### config.mk
export PLATFORM = sky130hd
export DESIGN_NAME = mem_arbiter
export DESIGN_NICKNAME = d
export VERILOG_FILES = /design/src/rtl/mem_arbiter_pkg.sv /design/src/rtl/mem_arbiter_rr_picker.sv /design/src/rtl/mem_arbiter.sv
export SDC_FILE = /design/constraint.sdc
export NUM_CORES = 1
export LEC_CHECK = 0
export ABC_AREA = 1
export CAP_MARGIN = 20
export CORE_AREA = 3 3 107 109
export DETAILED_ROUTE_END_ITERATION = 6
export DIE_AREA = 0 0 110 112
export PLACE_DENSITY = 0.74
export SYNTH_ARGS = -nofsm -noshare
export SYNTH_HDL_FRONTEND = slang
export SYNTH_SLANG_ARGS = --single-unit
export TNS_END_PERCENT = 5
### constraint.sdc
create_clock -name i_clk -period 1.6 [get_ports i_clk]
set_input_delay 0.32 -clock i_clk [delete_from_list [all_inputs] [get_ports i_clk]]
set_output_delay 0.32 -clock i_clk [all_outputs]
set_load 0.03 [all_outputs]
### src/rtl/mem_arbiter_pkg.sv
// Shared types and defaults for the memory arbiter and its picker.
package mem_arbiter_pkg;

  typedef enum logic [0:0] {
    IDLE    = 1'b0,
    RD_WAIT = 1'b1
  } arb_state_t;

  localparam int DEF_ADDR_W = 32;
  localparam int DEF_DATA_W = 32;

  // Index width that stays legal for any requester count.
  function automatic int idx_width(input int n);
    return (n > 1) ? $clog2(n) : 1;
  endfunction

endpackage

### src/rtl/mem_arbiter_rr_picker.sv
// Combinational requester picker: fixed lowest-index priority or round-robin after i_ptr.
module rr_picker
  import mem_arbiter_pkg::*;
#(
  parameter int N     = 2,
  parameter int IDX_W = 1
) (
  input  logic [N-1:0]     i_valid,
  input  logic [IDX_W-1:0] i_ptr,
  input  logic             i_rr_mode,
  output logic [N-1:0]     o_grant,
  output logic [IDX_W-1:0] o_idx,
  output logic             o_any
);

  always_comb begin
    o_grant = '0;
    o_idx   = '0;
    o_any   = 1'b0;
    if (i_rr_mode) begin
      // Walk from farthest to nearest so the port just after i_ptr overwrites last.
      for (int k = N; k >= 1; k--) begin
        if (i_valid[(int'(i_ptr) + k) % N]) begin
          o_any = 1'b1;
          o_idx = IDX_W'((int'(i_ptr) + k) % N);
        end
      end
    end else begin
      for (int i = N - 1; i >= 0; i--) begin
        if (i_valid[i]) begin
          o_any = 1'b1;
          o_idx = IDX_W'(i);
        end
      end
    end
    o_grant[o_idx] = o_any;
  end

endmodule

### src/rtl/mem_arbiter.sv
// N-requester arbiter onto one synchronous RAM port with fixed-latency read routing.
module mem_arbiter
  import mem_arbiter_pkg::*;
#(
  parameter int NUM_PORTS    = 2,
  parameter int ADDR_W       = DEF_ADDR_W,
  parameter int DATA_W       = DEF_DATA_W,
  parameter int READ_LATENCY = 1,
  parameter int RR_MODE      = 0,
  localparam int BE_W        = DATA_W / 8,
  localparam int IDX_W       = idx_width(NUM_PORTS),
  localparam int CNT_W       = $clog2(READ_LATENCY) + 1
) (
  input  logic                             i_clk,
  input  logic                             i_reset,
  input  logic [NUM_PORTS-1:0]             i_req_valid,
  output logic [NUM_PORTS-1:0]             o_req_ready,
  input  logic [NUM_PORTS-1:0][ADDR_W-1:0] i_req_addr,
  input  logic [NUM_PORTS-1:0][BE_W-1:0]   i_req_we,
  input  logic [NUM_PORTS-1:0][DATA_W-1:0] i_req_wdata,
  output logic [NUM_PORTS-1:0]             o_resp_valid,
  output logic [DATA_W-1:0]                o_resp_rdata,
  output logic                             o_mem_en,
  output logic [BE_W-1:0]                  o_mem_we,
  output logic [ADDR_W-1:0]                o_mem_addr,
  output logic [DATA_W-1:0]                o_mem_wdata,
  input  logic [DATA_W-1:0]                i_mem_rdata
);

  arb_state_t       r_state;
  logic [CNT_W-1:0] r_cnt;
  logic [IDX_W-1:0] r_owner;
  logic [IDX_W-1:0] r_ptr;

  logic [NUM_PORTS-1:0] w_pick_grant;
  logic [IDX_W-1:0]     w_pick_idx;
  logic                 w_pick_any;
  logic                 w_last_cycle;
  logic                 w_grant_ok;
  logic                 w_gnt;
  logic                 w_gnt_read;
  logic                 w_resp;

  rr_picker #(
    .N     (NUM_PORTS),
    .IDX_W (IDX_W)
  ) u_picker (
    .i_valid   (i_req_valid),
    .i_ptr     (r_ptr),
    .i_rr_mode (1'(RR_MODE)),
    .o_grant   (w_pick_grant),
    .o_idx     (w_pick_idx),
    .o_any     (w_pick_any)
  );

  // The response cycle of a read doubles as the next grant slot.
  assign w_last_cycle = (r_state == RD_WAIT) && (r_cnt == '0);
  assign w_grant_ok   = !i_reset && ((r_state == IDLE) || w_last_cycle);
  assign w_gnt        = w_grant_ok && w_pick_any;
  assign w_gnt_read   = w_gnt && (i_req_we[w_pick_idx] == '0);
  assign w_resp       = !i_reset && w_last_cycle;

  always_comb begin
    o_req_ready  = w_gnt ? w_pick_grant : '0;
    o_mem_en     = w_gnt;
    o_mem_we     = w_gnt ? i_req_we[w_pick_idx]    : '0;
    o_mem_addr   = w_gnt ? i_req_addr[w_pick_idx]  : '0;
    o_mem_wdata  = w_gnt ? i_req_wdata[w_pick_idx] : '0;
    o_resp_valid = '0;
    o_resp_valid[r_owner] = w_resp;
    o_resp_rdata = w_resp ? i_mem_rdata : '0;
  end

  always_ff @(posedge i_clk) begin
    if (i_reset) begin
      r_state <= IDLE;
      r_cnt   <= '0;
      r_owner <= '0;
      r_ptr   <= IDX_W'(NUM_PORTS - 1);
    end else begin
      if (w_gnt) r_ptr <= w_pick_idx;
      if (w_grant_ok) begin
        if (w_gnt_read) begin
          r_state <= RD_WAIT;
          r_cnt   <= CNT_W'(READ_LATENCY - 1);
          r_owner <= w_pick_idx;
        end else begin
          r_state <= IDLE;
        end
      end else if (r_state == RD_WAIT) begin
        r_cnt <= r_cnt - 1'b1;
      end
    end
  end

endmodule

==> results <==
- Global routing consumed, on the met3 layer, 4.06% of the routing resources.
- Counting both buffers and inverters, the worst setup path holds a total of 4.
- The synthesized design contains 0 enable-type register cells.
- For met2 alone, demand over resource in global routing was 31.8%.
- Counting the fill cells in the layout gives 1015.
- Synthesis inferred 3 register bits.
- The most repeated cell in the gate-level netlist after synthesis is sky130_fd_sc_hd__nand2_1.
- The total nets after synthesis is 631.
- The via count of the first global-routing pass is 3418.
- Dividing the detail-routed via count by the number of cells gives 4.02.
- The number of antenna violations at the first check in global routing is 0.
- The wire-length estimate of the detail-placed layout is 7890 um.
- The type of the worst setup path is reg -> out.
- The tightest min-delay check is of the in -> reg type.
- After floorplanning, the core was sized to cover 10700 um^2.
- The detail route stage leaves a number of antenna-violating nets equal to 0.
- For this run, design rule violations remaining after detail routing come to 0.
- Routability-driven placement finished with a final weighted congestion of 0.824.
- The fraction of layout cells with a size suffix above 1 is 27.5%.
- The cell area after synthesis is 1880 um^2.
- VDD sags by at most 0.000280 V.
- The data arrival time of the critical path is 1400 ps.
- In the post-synthesis netlist, the biggest area contributors are sky130_fd_sc_hd__nand2_1 (54%), sky130_fd_sc_hd__inv_1 (21%), sky130_fd_sc_hd__nor2_1 (8.4%), sky130_fd_sc_hd__buf_4 (4.4%), sky130_fd_sc_hd__buf_6 (3.6%).
- The flow ran to the end, but the final reports show violations.
- On the final layout, the worst clock skew is 0.689 ps.
- The number of endpoints failing setup at the final stage is 100.
- STA classifies the critical path startpoint as a flop.
- The signal on the critical path passes through buf_4 > nand3b_1 > buf_12 > nor2_1 > buf_4 > buf_12.
- The cell at the root of the clock tree is sky130_fd_sc_hd__clkbuf_8.
- The primary flip-flop cell chosen by synthesis mapping is sky130_fd_sc_hd__dfxtp_1.
- In this run the tool buffered the top-level ports with 276 buffer cells.
- The total wirelength of the detailed-routed design is 11800 um.
- The clock passes through at most 2 buffers.
- Clock latency on the worst-skew pair, taken at its later pin, is 220 ps.
- The family with the most delay on the worst path is buffers and inverters.
- The die is 110 um wide.
- After detailed routing, the average wire length per cell comes to 13.3 um.
- Global routing finished with a remaining overflow of 0.
- Across every metal layer, demand over resource in global routing totals 17.1%.
- STA classifies the critical path endpoint as an output port.
- The share of the Yosys chip area taken by registers is 3.19%.
- In this run the count of I/O pins placed on the die edge is 277.
- The internal power of the cells totals 0.00109 W.
- Global routing consumed, on the met1 layer, 18.8% of the routing resources.
- met2 is the most crowded layer.
- STA puts the critical path data required time at 1280 ps.
- The final-report max-slew violation count came to 0.
- CTS built an H-tree with a depth of 1.
- The number of iterations in the first detailed-routing pass is 4.
- Combinational cells account for 83.6% of the total power.
- The power density of the placed cells is 329 nW/um^2.
- Of the available clock period, the critical path in the final layout requires 108%.
- The leakage power summed over all cells is 3.20 nW.
- The minimum clock period is 1720 ps.
- The maximum number of pins on one net before global-route repair is 43.
- Summing internal, switching and leakage power gives 0.00183 W.
- Row generation in the floorplan step produced 38 rows.
- On the final layout, the worst hold slack is 393 ps.
- A synthesized cell averages 4.10 um^2.
- Counting every sink on the clock net gives 3.
- Sequential cells burn 4.3% of the power.
- The first routing iteration left 190 violations.
- In the synthesized netlist, the number of instances is 459.
- The worst slew margin relative to its limit is 78.5%.
- The highest fanout seen on the critical path is 34.
- The post-layout net count is 922.
- The number of buffers added by the clock tree synthesis step is 3.
- The transition time at the pin with the least slew margin is 321 ps.
- The maximum cell stage delay along the critical path is 310 ps.
- For this run, asynchronously set or reset flops after synthesis account for 0%.
- By count the netlist is led by sky130_fd_sc_hd__nand2_1 (273), sky130_fd_sc_hd__inv_1 (105), sky130_fd_sc_hd__nor2_1 (42), sky130_fd_sc_hd__buf_4 (11), sky130_fd_sc_hd__buf_6 (6).
- The repair_antennas step left the layout with diodes totalling 0.
- Synthesis instantiated 15 different standard cells from the library.
- Setup repair after global routing could not meet its margin everywhere.
- The die covers 12300 um^2.
- The hold violation count in the final report is 0.
- The total of max-cap violations is 0.
- For this design, the CTS-stage hold fixing added 0 buffers.
- In the post-route analysis, the smallest setup slack over all paths is -121 ps.
- The area fraction of the dominant cell type after synthesis is 54.5%.
- The first global-routing pass estimated 16700 um of wire.
- The overall die height is 112 um.
- Among all stages on the critical path, the largest delay is contributed by sky130_fd_sc_hd__dfxtp_2.
- TritonCTS built the clock tree.
- The final reports fail on negative setup slack.
- During synthesis, Yosys emitted a total of 0 warnings.
- The via count is 3575.
- The area overhead of the layout relative to synthesis is 195%.
- The proportion of total power due to net switching is 40.4%.
- Clock-pin slew was measured on the worst setup and hold paths at 30 ps.
- OpenSTA, run right after detailed placement, puts the worst setup slack at -499 ps.
- Summed over all nets, the switching power comes to 0.000738 W.
- The initial cell density of the core is 17.6%.
- Of all cell types, the one taking the most synthesized area is sky130_fd_sc_hd__nand2_1.
- The fraction of power consumed by the clock network is 12.1%.
- Timing would allow up to 581 MHz.
## logic make-up (layout without fill, tap and decap cells)
group | after synthesis | after routing | synth area share [%]
simple gates | 322 | 322 | 65.1
compound gates | 5 | 5 | 1.33
flops | 3 | 3 | 3.19
buf+inv | 129 | 419 | 30.4
## state kept, by name, summed over array words and instances, names as in the netlist
register / cells
r_owner: 1
r_state: 1
r_cnt: 1
## cell type report
type	count	area [um^2]	area share, %
repair buffers	310	3520	63.4
multi-input cells	327	1350	24.3
inverters	105	398	7.17
well taps	140	175	3.16
flip-flops and latches	3	62.6	1.13
clock buffers	4	45.0	0.812
## final timing paths
kind,to,startpoint,slack [ps],cells past startpoint
max,o_resp_rdata[8],r_cnt$_SDFFE_PP0P_,-120,6
min,r_state$_SDFFE_PP0P_,i_reset,390,2
max reg2reg,r_owner$_SDFFE_PP0P_,r_state$_SDFFE_PP0P_,90,12
min reg2reg,r_owner$_SDFFE_PP0P_,r_owner$_SDFFE_PP0P_,550,2
## metal layers
metal  wire length (um)  up-vias
li1                   -     1844
met1               4480     1524
met2               5880      189
met3               1220       18
met4                253        0
met5                  0        -
## metrics by stage
stage | instances | setup TNS, ps | instance area, um^2 | utilization, %
4_1_cts | 887 | -9420 | 5390 | 50.4
5_1_grt | 889 | -12710 | 5550 | 51.9
3_5_place_dp | 862 | -37380 | 4660 | 43.6
2_1_floorplan | 459 | -163 | 1880 | -
6_report | 889 | -5330 | 5550 | 51.9
3_3_place_gp | 862 | -34720 | 4660 | 43.6
## cells in the final DEF, fill, tap and decap left out, drive strengths merged
master,instances
inv,104
nand3,2
clkinvlp,1
o21ai,1
a21oi,4
dfxtp,3
buf,137
clkbuf,8
nor2,45
clkdlybuf4s15,1
nand3b,1
clkdlybuf4s50,168
nand2,274
## power groups by stage
stage                     registers, W  logic (W)  clock network (W)
after floorplan              0.0000781   0.000568                  0
after global placement       0.0000786    0.00124                  0
after detailed placement     0.0000787    0.00124                  0
after CTS                    0.0000777    0.00148           0.000226
after global routing         0.0000778    0.00164           0.000230
final                        0.0000776    0.00153           0.000222
## what timing repair did
item                                    in CTS  in global routing
pin swaps                                    5                  2
endpoints found under the hold margin        0                  0
resized for setup                          112                 61
cloned                                       8                  4
endpoints found under the setup margin     108                106
setup buffers                               13                  0
No activity file was read; power rests on OpenSTA's default activity.
